**src/rtl/out_pkg.sv**
```systemverilog
// Shared constants and output FSM encoding for output_streamer.
// Used by the ASCII text formatter when OUTPUT_ASCII_EN is defined.
package out_pkg;

  localparam logic [7:0] ASCII_ZERO  = 8'h30;
  localparam logic [7:0] ASCII_COMMA = 8'h2C;
  localparam logic [7:0] ASCII_LF    = 8'h0A;

  typedef enum logic [2:0] {
    ST_IDLE,
    ST_SEP,
    ST_DIG,
    ST_NL,
    ST_FIN
  } out_state_t;

  function automatic logic [7:0] digit_char(input logic [2:0] d);
    return ASCII_ZERO + {5'b0, d};
  endfunction

endpackage

```
**src/rtl/out_fifo.sv**
```systemverilog
// Synchronous FIFO of 3-bit digits; caller never pushes when full
// without a same-cycle pop and never pops when empty.
module out_fifo
  import out_pkg::*;
#(
  parameter int DEPTH = 8
) (
  input  logic                     clk,
  input  logic                     rst_n,
  input  logic                     push,
  input  logic                     pop,
  input  logic [2:0]               wdata,
  output logic [2:0]               rdata,
  output logic                     full,
  output logic                     empty,
  output logic [$clog2(DEPTH):0]   level
);

  localparam int AW = $clog2(DEPTH);

  logic [2:0]    mem [DEPTH];
  logic [AW-1:0] wptr;
  logic [AW-1:0] rptr;
  logic [AW:0]   cnt;

  assign full  = (cnt == (AW+1)'(DEPTH));
  assign empty = (cnt == '0);
  assign level = cnt;
  assign rdata = mem[rptr];

  always_ff @(posedge clk) begin
    if (push) mem[wptr] <= wdata;
  end

  // Pointers wrap naturally since DEPTH is a power of two
  always_ff @(posedge clk or negedge rst_n) begin
    if (!rst_n) begin
      wptr <= '0;
      rptr <= '0;
      cnt  <= '0;
    end else begin
      if (push) wptr <= wptr + 1'b1;
      if (pop)  rptr <= rptr + 1'b1;
      unique case ({push, pop})
        2'b10:   cnt <= cnt + 1'b1;
        2'b01:   cnt <= cnt - 1'b1;
        default: cnt <= cnt;
      endcase
    end
  end

endmodule

```
**src/rtl/output_streamer.sv**
```systemverilog
// Buffers execute-stage digits and streams them to the host as bytes.
// OUTPUT_ASCII_EN selects comma-separated text with a trailing LF.
module output_streamer
  import out_pkg::*;
#(
  parameter int DEPTH = 8,
  parameter int LVL_W = $clog2(DEPTH) + 1
) (
  input  logic             clk,
  input  logic             rst_n,
  input  logic [2:0]       reg_out,
  input  logic             out_valid,
  input  logic             halt,
  input  logic             out_ready,
  output logic [7:0]       out_byte,
  output logic             out_byte_valid,
  output logic             done,
  output logic             overflow,
  output logic [LVL_W-1:0] fifo_level
);

  logic       halt_seen;
  logic       push_req;
  logic       push;
  logic       pop;
  logic       full;
  logic       empty;
  logic [2:0] rdata;
  logic [7:0] byte_d;
  logic       obv_d;
  logic       done_cond;

  // halt_seen is registered, so the cycle halt rises still pushes
  assign push_req = out_valid && !halt_seen;
  assign push     = push_req && (!full || pop);

  out_fifo #(
    .DEPTH (DEPTH)
  ) u_fifo (
    .clk   (clk),
    .rst_n (rst_n),
    .push  (push),
    .pop   (pop),
    .wdata (reg_out),
    .rdata (rdata),
    .full  (full),
    .empty (empty),
    .level (fifo_level)
  );

`ifdef OUTPUT_ASCII_EN
  out_state_t state_q;
  out_state_t state_d;
  logic       first_q;
  logic       first_d;

  always_ff @(posedge clk or negedge rst_n) begin
    if (!rst_n) begin
      state_q <= ST_IDLE;
      first_q <= 1'b1;
    end else begin
      state_q <= state_d;
      first_q <= first_d;
    end
  end

  always_comb begin
    state_d = state_q;
    first_d = first_q;
    byte_d  = out_byte;
    obv_d   = out_byte_valid;
    pop     = 1'b0;
    unique case (state_q)
      ST_IDLE: begin
        if (!empty) begin
          obv_d = 1'b1;
          if (first_q) begin
            byte_d  = digit_char(rdata);
            pop     = 1'b1;
            first_d = 1'b0;
            state_d = ST_DIG;
          end else begin
            byte_d  = ASCII_COMMA;
            state_d = ST_SEP;
          end
        end else if (halt_seen) begin
          byte_d  = ASCII_LF;
          obv_d   = 1'b1;
          state_d = ST_NL;
        end
      end
      ST_SEP: begin
        if (out_ready) begin
          byte_d  = digit_char(rdata);
          pop     = 1'b1;
          state_d = ST_DIG;
        end
      end
      ST_DIG: begin
        if (out_ready) begin
          obv_d   = 1'b0;
          state_d = ST_IDLE;
        end
      end
      ST_NL: begin
        if (out_ready) begin
          obv_d   = 1'b0;
          state_d = ST_FIN;
        end
      end
      ST_FIN: begin
        state_d = ST_FIN;
      end
      default: state_d = ST_IDLE;
    endcase
  end

  assign done_cond = halt_seen && empty && !out_byte_valid
                  && (state_q == ST_FIN);
`else
  always_comb begin
    byte_d = out_byte;
    obv_d  = out_byte_valid;
    pop    = 1'b0;
    if (!out_byte_valid || out_ready) begin
      obv_d = !empty;
      if (!empty) begin
        byte_d = {5'b0, rdata};
        pop    = 1'b1;
      end
    end
  end

  assign done_cond = halt_seen && empty && !out_byte_valid;
`endif

  always_ff @(posedge clk or negedge rst_n) begin
    if (!rst_n) begin
      halt_seen      <= 1'b0;
      overflow       <= 1'b0;
      out_byte       <= '0;
      out_byte_valid <= 1'b0;
      done           <= 1'b0;
    end else begin
      halt_seen      <= halt_seen | halt;
      overflow       <= overflow | (push_req && full && !pop);
      out_byte       <= byte_d;
      out_byte_valid <= obv_d;
      done           <= done | done_cond;
    end
  end

endmodule

```
**config.mk**
```make
export PLATFORM = sky130hd
export DESIGN_NAME = output_streamer
export DESIGN_NICKNAME = d
export VERILOG_FILES = /design/src/rtl/out_pkg.sv /design/src/rtl/out_fifo.sv /design/src/rtl/output_streamer.sv
export SDC_FILE = /design/constraint.sdc
export NUM_CORES = 1
export LEC_CHECK = 0
export ABC_CLOCK_PERIOD_IN_PS = 2300
export CAP_MARGIN = 20
export CORE_MARGIN = 2
export CORE_UTILIZATION = 49
export CTS_CLUSTER_SIZE = 8
export DETAILED_ROUTE_END_ITERATION = 16
export PLACE_DENSITY = 0.83
export SYNTH_ARGS = -nofsm -noshare
export SYNTH_HDL_FRONTEND = slang
export SYNTH_SLANG_ARGS = --single-unit
```
**constraint.sdc**
```tcl
create_clock -name clk -period 2.3 [get_ports clk]
set_input_delay 0.46 -clock clk [delete_from_list [all_inputs] [get_ports clk]]
set_output_delay 0.46 -clock clk [all_outputs]
set_load 0.01 [all_outputs]
```
# Yosys cells after proc, flatten, opt, wreduce, memory -nomap -nowiden
# Memories as Yosys holds them, arrays and structs flattened. A register that Yosys moved wholly into a read port is not among the register bits.
# Index checks and enable logic that the tools add are counted.
# Widths: inputs -> output; s select.
[totals]
elab_cells = 41
output_inout_bits = 15
input_bits = 8
register_bits = 14
n_memories = 1
ramBits = 24
[mem_list]
columns = ["memory", "words", "word_bits", "read_ports", "rd_ports_with_merged_regs", "wr", "line_no", "source"]
rows = [
  ["u_fifo.mem", 8, 3, 1, 1, 1, "out_fifo.sv:21", "logic [2:0] mem [DEPTH];"],
]
[op_classes]
n_addsub = 4
bitwise_logic = 4
n_reduce_logical = 17
n_mux = 5
n_eq_ne = 3
[op_table]
columns = ["cell", "n"]
rows = [
  ["$pmux 4 s2", 1],
  ["$add 3x1->3 const B", 2],
  ["$logic_and 1x1->1", 6],
  ["$logic_not 1->1", 6],
  ["$add 4x1->4 const B", 1],
  ["$eq 4x4->1 const B", 1],
  ["$logic_not 4->1", 1],
  ["$mux 1", 4],
  ["$sub 4x1->4 const B", 1],
  ["$or 1x1->1", 3],
  ["$eq 2x1->1 const B", 1],
  ["$eq 2x2->1 const B", 1],
  ["$logic_or 1x1->1", 2],
  ["$reduce_and 2->1", 1],
  ["$reduce_bool 2->1", 1],
  ["$not 1->1", 1],
]

# Logic depth before layout (Yosys ltp)
# Gate-level depths: netlist (run 1).
[logic_depth]
ltp_word = 7
depth_mapped = 12
depth_no_buf = 10

# Hierarchy
# From an unflattened synthesis (run 1), not the netlist that was laid out.
[unflattened]
hier_cells = 116
hier_area_um2 = 1815.5
[by_module_without_submodules]
columns = ["module", "area_each_um2", "cells_per_inst", "n_inst"]
rows = [
  ["out_fifo", 1491.4, 89, 1],
  ["output_streamer", 324.1, 27, 1],
]

# Least setup slack after synthesis (run 1)
# No wires, ideal clock.
[synth_timing]
kind = "register -> register"
start = "register u_fifo.cnt[1] (netlist: u_fifo.level[1])"
end = "register u_fifo.cnt[2] (netlist: u_fifo.level[2])"
path_stages_with_launch = 13
path_buffers = 2
slack_ps = -34
arrival_time_ps = 2201
path_cell_list = "dfrtp_1 > buf_2 > nor4_2 > or2_1 > buf_4 > inv_2 > ha_1 > xor2_1 > ha_1 > a21oi_1 > xor2_1 > nor2_1 > xor2_1"
[synth_between]
elab_chain_len = 7
[synth_rtl]
columns = ["item", "line_no", "source"]
rows = [
  ["start, declared", "out_fifo.sv:24", "logic [AW:0] cnt;"],
  ["start signal, assigned", "out_fifo.sv:45", "2'b10: cnt <= cnt + 1'b1;"],
  ["start signal, assigned", "out_fifo.sv:46", "2'b01: cnt <= cnt - 1'b1;"],
  ["start signal, assigned", "out_fifo.sv:47", "default: cnt <= cnt;"],
  ["$logic_not 4->1 *", "out_fifo.sv:27", "assign empty = (cnt == '0);"],
  ["$mux 1 *", "output_streamer.sv:127", "if (!empty) begin"],
  ["$mux 1 *", "output_streamer.sv:125", "if (!out_byte_valid || out_ready) begin"],
  ["via pop", "output_streamer.sv:25", "logic pop;"],
  ["$logic_or 1x1->1", "output_streamer.sv:35", "assign push = push_req && (!full || pop);"],
  ["$logic_and 1x1->1", "output_streamer.sv:35", ""],
  ["$eq 2x1->1 or $eq 2x2->1 (tied branches)", "out_fifo.sv:44", "unique case ({push, pop})"],
  ["$pmux 4 s2 or $reduce_bool 2->1 (tied branches)", "--", ""],
]
# Mark *: on every way through the listed nets, which the timed path passes. The rest lies on a longest branch.
# A chain may end at the register's enable or synchronous reset.

# Final worst setup path (run 1)
[layout_timing]
start = "input out_valid"
end = "register u_fifo.cnt[2] (netlist: u_fifo.level[2])"
[layout_between]
elab_chain_len = 4
[layout_rtl]
columns = ["item", "line_no", "source"]
rows = [
  ["start, declared", "output_streamer.sv:12", "input logic out_valid,"],
  ["$logic_and 1x1->1 *", "output_streamer.sv:34", "assign push_req = out_valid && !halt_seen;"],
  ["$logic_and 1x1->1 *", "output_streamer.sv:35", ""],
  ["$eq 2x1->1 or $eq 2x2->1 (tied branches)", "out_fifo.sv:44", ""],
  ["$pmux 4 s2 or $reduce_bool 2->1 (tied branches)", "--", ""],
]
# Mark *: on every way between the ends. The rest lies on a longest branch, timed or not.

==> results.json, run 1 <==
{
  "synth_seq_cells": 41,
  "gp_congestion": 0.788,
  "skew_ns": 0.00615,
  "worstSetupEndpointType": "flop",
  "period_minus_slack_ns": 2.22,
  "routed_via_density": 5.13,
  "p_sw_uw": 776,
  "synth_ff_type": "edfxtp_1",
  "grt_pass1_vias": 1123,
  "pin_count": 23,
  "yosysSeqAreaShare_pct": 62.1,
  "fill_cells": 286,
  "slew_headroom_pct": 49.8,
  "start_util_pct": 50.8,
  "rsz0062_at_grt": "false",
  "htreeDepth": 2,
  "grtUsageMet3_pct": 3.60,
  "place_area_sq_um": 2110,
  "post-route-period-util_pct": 96.7,
  "drtAntennaViolNets": 0,
  "timing.rr.start": "u_fifo.level[0]$_DFFE_PN0P_",
  "path_max_fanout": 2,
  "synth_top_area_cell": "edfxtp_1",
  "critPathLaunch": "out_valid",
  "grt_util_all_layers_pct": 18.0,
  "synth_most_common_cell": "edfxtp_1",
  "cp_top_family": "buffers and inverters",
  "synth_warnings": 0,
  "die_area_sq_um": 4270,
  "antenna_found_initial": 0,
  "finalSetupViolCount": 0,
  "clkPwrFrac_pct": 22.8,
  "cts.reportedPaths.clkPinSlew_ns": 0.08,
  "cts_buffers": 5,
  "via_count": 1088,
  "nets": 176,
  "crit_required_ns": 2.50,
  "fin_area_sq_um": 2230,
  "hold_buffers": 0,
  "post_synth_instance_area_sq_um": 1840,
  "clk_latency_ns": 0.30,
  "path_buf_inv": 3,
  "slew_viol_final": 0,
  "slowest_stage": "clkdlybuf4s50_1",
  "area_growth_syn_to_layout_pct": 21.1,
  "dp_hpwl_mm": 2.51,
  "root_buffer": "clkbuf_8",
  "drc": 0,
  "startpoint_type": "input pin",
  "cpMostUsedCell": "xor2_1",
  "power.internal_uw": 1690,
  "grt_pass1_wl_mm": 5.53,
  "cp.depth": 11,
  "layout.cells.non_filler": 212,
  "dp.cells": 203,
  "synth_cells": 132,
  "sw_frac_of_total_pct": 31.5,
  "max-cap-violations": 0,
  "total_power_uw": 2470,
  "synth_area_leaders": "edfxtp_1 39%, dfrtp_1 23%, mux2i_1 6.5%",
  "drive_gt1_share_pct": 20.7,
  "setup.worst_path.end": "u_fifo.level[2]$_DFFE_PN0P_",
  "setup.worst_path.class": "in2reg",
  "drt_iter0_drc": 70,
  "outcome": "finished clean",
  "grtUsageMet1_pct": 20.8,
  "die_x_microns": 65.4,
  "clockBufferDepth": 2,
  "holdWs_ns": 0.469,
  "num_rows": 22,
  "path_cells": "clkdlybuf4s50_1 > inv_1 > a311oi_4 > inv_2 > ha_2 > xor2_1 > ha_1 > a21oi_2 > xor2_1 > nor2_1 > xor2_1",
  "rr_endpoint": "u_fifo.level[2]$_DFFE_PN0P_",
  "routedWlPerCell_microns": 16.0,
  "gr-total-overflow": 0,
  "tritoncts": "done",
  "clock-sinks": 41,
  "die_h_microns": 65.4,
  "max_freq_mhz": 450,
  "peakVddDrop_v": 0.000670,
  "hold_path_class": "reg2reg",
  "busiest_layer": "met2",
  "r2r_cells": 10,
  "drtPass1Iterations": 4,
  "use_met2_pct": 32.0,
  "synth_top_area_share_pct": 39.1,
  "p_seq_share_pct": 44.1,
  "yosys-top-cells-count": "24 x edfxtp_1, 17 x dfrtp_1, 16 x nand2_1, 12 x mux2i_1, 8 x nor2_1",
  "powerDensity_nw_per_um2": 1100,
  "tightestPinTransition_ns": 0.751,
  "r2r_slack_ns": 0.08,
  "wirelength_mm": 3.40,
  "comb_power_share_pct": 33.0,
  "yosysUniqueCellTypes": 32,
  "io_buffers": 17,
  "grt_max_degree": 18,
  "crit_path_max_incr_delay_ns": 0.46,
  "min_from": "done$_DFF_PN0_",
  "ys_async_sr_fraction_pct": 41.5,
  "synth_edf_count": 24,
  "core_sq_um": 3630,
  "hold_viol_final": 0,
  "arrival_ns": 2.42,
  "synth_area_per_cell_sq_um": 14.0,
  "cellLeakagePower_uw": 0.000885,
  "diodes": 0
}
==> worst register-to-register path: stages (launching register included) <==
cell and delay, ns:
dfrtp_2 0.45, nor4_4 0.33, or2_1 0.18, inv_2 0.05, ha_2 0.18, xor2_1 0.15
ha_1 0.20, a21oi_2 0.14, xor2_1 0.09, nor2_1 0.13, xor2_1 0.22
==> cells in the final DEF (no fill, tap or decap), types with 2 or more instances in the layout <==
master | netlist | layout
buf_4 | 7 | 12
nor3_1 | 2 | 2
mux4_2 | 3 | 3
nor2_1 | 8 | 8
edfxtp_1 | 24 | 24
nand2_1 | 16 | 16
dfrtp_2 | 0 | 2
dfrtp_1 | 17 | 15
xor2_1 | 3 | 3
conb_1 | 1 | 5
nand2b_1 | 4 | 4
o21ai_1 | 3 | 3
clkdlybuf4s50_1 | 0 | 16
inv_1 | 2 | 2
mux2i_1 | 12 | 12
clkbuf_8 | 0 | 5
xnor2_1 | 5 | 5
ha_1 | 5 | 4
o21ai_0 | 2 | 2
inv_2 | 2 | 2
==> layout make-up <==
| cell class | count | area [sq um] | share of cell area (%) |
|---|---|---|---|
| flip-flops and latches | 41 | 1150 | 51.4 |
| inverters | 4 | 15.0 | 0.672 |
| multi-input cells | 82 | 644 | 28.9 |
| well taps | 48 | 60.1 | 2.69 |
| repair buffers | 29 | 259 | 11.6 |
| clock buffers | 6 | 72.6 | 3.25 |
| clock inverters | 2 | 33.8 | 1.51 |
==> power groups by stage <==
| stage | sequential, uW | clock, uW | combinational, uW |
|---|---|---|---|
| after floorplan | 1050 | 0 | 550 |
| after global placement | 1080 | 0 | 739 |
| after detailed placement | 1090 | 0 | 781 |
| after CTS | 1080 | 567 | 806 |
| after global routing | 1110 | 595 | 882 |
| final | 1090 | 563 | 815 |
==> sequential cells by signal, indices dropped and copies added (netlist names) <==
| signal | count |
|---|---|
| done | 1 |
| halt_seen | 1 |
| out_byte | 3 |
| out_byte_valid | 1 |
| overflow | 1 |
| u_fifo.level | 4 |
| u_fifo.mem | 24 |
| u_fifo.rptr | 3 |
| u_fifo.wptr | 3 |
==> kinds of logic (layout without fill, tap and decap cells) <==
group | count (synthesis) | after routing | share of synthesized area [%]
other cells | 1 | 5 | 0.203
buf+inv | 13 | 41 | 5.02
compound gates | 11 | 11 | 4.68
flops | 41 | 41 | 62.1
simple gates | 37 | 37 | 9.97
fa+ha+maj | 5 | 5 | 3.39
xor+xnor | 8 | 8 | 3.80
mux | 16 | 16 | 10.8
==> worst min-delay path by stage <==
| stage | endpoint | slack, ns | depth (start not counted) |
|---|---|---|---|
| floorplan | done$_DFF_PN0_ | 0.16 | 0 |
| global placement | overflow$_DFF_PN0_ | 0.45 | 1 |
| detailed placement | done$_DFF_PN0_ | 0.46 | 1 |
| CTS | done$_DFF_PN0_ | 0.47 | 1 |
| global route | done$_DFF_PN0_ | 0.50 | 1 |
| finish | done$_DFF_PN0_ | 0.47 | 1 |
==> through the flow <==
stage | utilization, % | setup WS, ns | TNS, ns
after global routing | 61.5 | 0.000462 | 0
after floorplan | - | 0.0450 | 0
after global placement | 58.0 | -0.223 | -0.510
after detailed placement | 58.0 | -0.406 | -0.866
final | 61.5 | 0.0768 | 0
after CTS | 61.0 | 0.0246 | 0
==> metal layers <==
| layer | up-vias | wire (microns) |
|---|---|---|
| met5 | - | 0 |
| met4 | 0 | 44 |
| met3 | 5 | 105 |
| met2 | 18 | 1870 |
| met1 | 545 | 1380 |
| li1 | 520 | - |
==> timing repair <==
item | 4_1_cts | 5_1_grt
endpoints found under the setup margin | 1 | 2
resized for setup | 3 | 3
buffers inserted | 0 | 1
pin swaps | 2 | 1
gates cloned | 0 | 0
(Power assumes the default switching activity.)
==> run 2, diff against run 1 <==
--- a/config.mk
+++ b/config.mk
@@ -7,10 +7,12 @@
 export LEC_CHECK = 0
 export ABC_CLOCK_PERIOD_IN_PS = 2300
 export CAP_MARGIN = 20
+export CORE_ASPECT_RATIO = 0.75
 export CORE_MARGIN = 2
 export CORE_UTILIZATION = 49
 export CTS_CLUSTER_SIZE = 8
 export DETAILED_ROUTE_END_ITERATION = 16
+export GPL_TIMING_DRIVEN = 0
 export PLACE_DENSITY = 0.83
 export SYNTH_ARGS = -nofsm -noshare
 export SYNTH_HDL_FRONTEND = slang
==> results.json, run 2 (synthesized netlist as in run 1, its figures left out) <==
{
  "fin_area_sq_um": 2330,
  "drive_gt1_share_pct": 25.1,
  "peakVddDrop_v": 0.000542,
  "tritoncts": "done",
  "dpl_worst_slack_ns": -0.458,
  "via_count": 1128,
  "cpMostUsedCell": "xor2_1",
  "hold_path_class": "reg2reg",
  "r2r_cells": 12,
  "core_sq_um": 3640,
  "multi_input_area_sq_um": 651,
  "skew_ns": 0.00586,
  "crit_path_max_incr_delay_ns": 0.39,
  "cellLeakagePower_uw": 0.000932,
  "htreeDepth": 2,
  "layout_common_cells": "24 x edfxtp_1, 17 x clkdlybuf4s50_1, 16 x nand2_1, 16 x buf_4, 15 x dfrtp_1",
  "die_area_sq_um": 4280,
  "largest_reg_flops": 24,
  "die_h_microns": 57.1,
  "hold_viol_final": 0,
  "finalSetupViolCount": 0,
  "post-route-period-util_pct": 96.7,
  "grt_util_all_layers_pct": 18.8,
  "root_buffer": "clkbuf_8",
  "num_rows": 19,
  "die_x_microns": 74.8,
  "clk_latency_ns": 0.30,
  "clockBufferDepth": 2,
  "power.internal_uw": 1800,
  "layout_commonest_cell": "edfxtp_1",
  "routed_via_density": 5.06,
  "p_sw_uw": 781,
  "regArea_sq_um": 1150,
  "worstSetupEndpointType": "flop",
  "path_buf_inv": 3,
  "tightestPinTransition_ns": 0.775,
  "place_area_sq_um": 2110,
  "slew_headroom_pct": 48.2,
  "slowest_stage": "dfrtp_1",
  "routedWlPerCell_microns": 15.7,
  "max-cap-violations": 0,
  "grt_max_degree": 18,
  "antenna_found_initial": 0,
  "clkPwrFrac_pct": 22.9,
  "drtPass1Iterations": 4,
  "setup_slack_ns": 0.0751,
  "slew_viol_final": 0,
  "p_seq_share_pct": 39.9,
  "outcome": "finished clean",
  "area_growth_syn_to_layout_pct": 26.5,
  "cts.reportedPaths.clkPinSlew_ns": 0.07,
  "timing.rr.start": "u_fifo.level[1]$_DFFE_PN0P_",
  "gp_congestion": 0.711,
  "dp_hpwl_mm": 2.43,
  "gr-total-overflow": 0,
  "grt_pass1_wl_mm": 5.71,
  "setup.worst_path.end": "u_fifo.level[2]$_DFFE_PN0P_",
  "hold_buffers": 0,
  "drc": 0,
  "comb_power_share_pct": 37.1,
  "clock-sinks": 41,
  "cp.depth": 12,
  "cp_top_family": "simple AND/OR/NAND/NOR gates",
  "powerDensity_nw_per_um2": 1110,
  "path_cells": "buf_6 > nor4_4 > or2_1 > buf_6 > inv_6 > ha_4 > xor2_1 > ha_2 > a21oi_2 > xor2_1 > nor2_1 > xor2_1",
  "cts_buffers": 5,
  "max_freq_mhz": 449,
  "crit_required_ns": 2.47,
  "rsz0062_at_grt": "true",
  "start_util_pct": 50.7,
  "rr_endpoint": "u_fifo.level[2]$_DFFE_PN0P_",
  "drt_iter0_drc": 46,
  "arrival_ns": 2.39,
  "startpoint_type": "flop",
  "pin_count": 23,
  "grt_pass1_vias": 1196,
  "wirelength_mm": 3.50,
  "fill_cells": 262,
  "critPathLaunch": "u_fifo.level[1]$_DFFE_PN0P_",
  "holdWs_ns": 0.471,
  "nets": 183,
  "setup.worst_path.class": "reg2reg",
  "path_max_fanout": 7,
  "io_buffers": 17,
  "drtAntennaViolNets": 0,
  "sw_frac_of_total_pct": 30.2,
  "final_core_util_pct": 64.2,
  "diodes": 0,
  "r2r_slack_ns": 0.08,
  "top_register": "u_fifo.mem",
  "period_minus_slack_ns": 2.22
}
-- run 2: cell types whose count changed in the layout (fill, tap and decap cells not counted), sizes merged --
| cell | delta |
|---|---|
| buf | +7 |
| clkinv | -1 |
| clkbuf | +1 |
| clkdlybuf4s50 | +1 |
| dlygate4sd2 | -1 |
-- run 2: final cells by class --
cell class / count / area share (%)
sequential: 41 / 49.2
multi-input combinational: 82 / 27.9
timing repair buffer: 27 / 10.5
buffer: 9 / 3.75
clock buffer: 7 / 3.70
tap: 52 / 2.79
clock inverter: 1 / 1.29
inverter: 4 / 0.858
-- run 2: what timing repair did --
item	CTS	global route
buffers inserted	2	8
endpoints found under the setup margin	1	2
pin swaps	2	4
gates resized for setup	4	6
hold endpoints to repair	0	0
-- run 2: per-layer routing --
metal  GRT usage [%]  up-vias  wire, microns
met5               0        -              0
li1                -      535              -
met3            7.07       13            166
met2            28.4       28           1750
met4            9.44        0            114
met1            23.8      552           1470
-- run 2: worst reg2reg max path, delay by kind of cell (launching register included) --
| kind | cells | cell delay [ns] |
|---|---|---|
| flip-flops | 1 | 0.39 |
| adder cells (fa/ha/maj) | 2 | 0.33 |
| AO/OA/AOI/OAI | 1 | 0.11 |
| XOR/XNOR | 3 | 0.43 |
| AND/OR/NAND/NOR | 3 | 0.53 |
| buffers and inverters | 3 | 0.30 |
-- run 2: worst min path at each step --
stage,slack (ns),from,depth (start not counted),end
2_1_floorplan,0.16,rst_n,0,done$_DFF_PN0_
3_3_place_gp,0.45,overflow$_DFF_PN0_,1,overflow$_DFF_PN0_
3_5_place_dp,0.46,overflow$_DFF_PN0_,1,overflow$_DFF_PN0_
4_1_cts,0.48,overflow$_DFF_PN0_,1,overflow$_DFF_PN0_
5_1_grt,0.50,done$_DFF_PN0_,1,done$_DFF_PN0_
6_report,0.47,overflow$_DFF_PN0_,1,overflow$_DFF_PN0_
-- run 2: through the flow --
step	TNS (ns)	power, uW	std cells
2_1_floorplan	0	1600	136
3_3_place_gp	-1.37	1830	205
3_5_place_dp	-2.05	1890	205
4_1_cts	0	2500	215
5_1_grt	-0.0754	2740	223
6_report	0	2580	223
-- run 2: power groups by stage --
stage | Combinational (uW) | Sequential (uW) | Clock, uW
6_report | 959 | 1030 | 592
5_1_grt | 1060 | 1050 | 630
4_1_cts | 867 | 1030 | 599
3_5_place_dp | 845 | 1040 | 0
3_3_place_gp | 802 | 1030 | 0
2_1_floorplan | 550 | 1050 | 0
==> run 3, diff against run 2 <==
--- a/config.mk
+++ b/config.mk
@@ -5,11 +5,11 @@
 export SDC_FILE = /design/constraint.sdc
 export NUM_CORES = 1
 export LEC_CHECK = 0
-export ABC_CLOCK_PERIOD_IN_PS = 2300
 export CAP_MARGIN = 20
 export CORE_ASPECT_RATIO = 0.75
 export CORE_MARGIN = 2
 export CORE_UTILIZATION = 49
+export CTS_CLUSTER_DIAMETER = 120
 export CTS_CLUSTER_SIZE = 8
 export DETAILED_ROUTE_END_ITERATION = 16
 export GPL_TIMING_DRIVEN = 0
==> results of run 3 <==
Same layout as run 2: the final DEF is identical, and so are final timing and power.
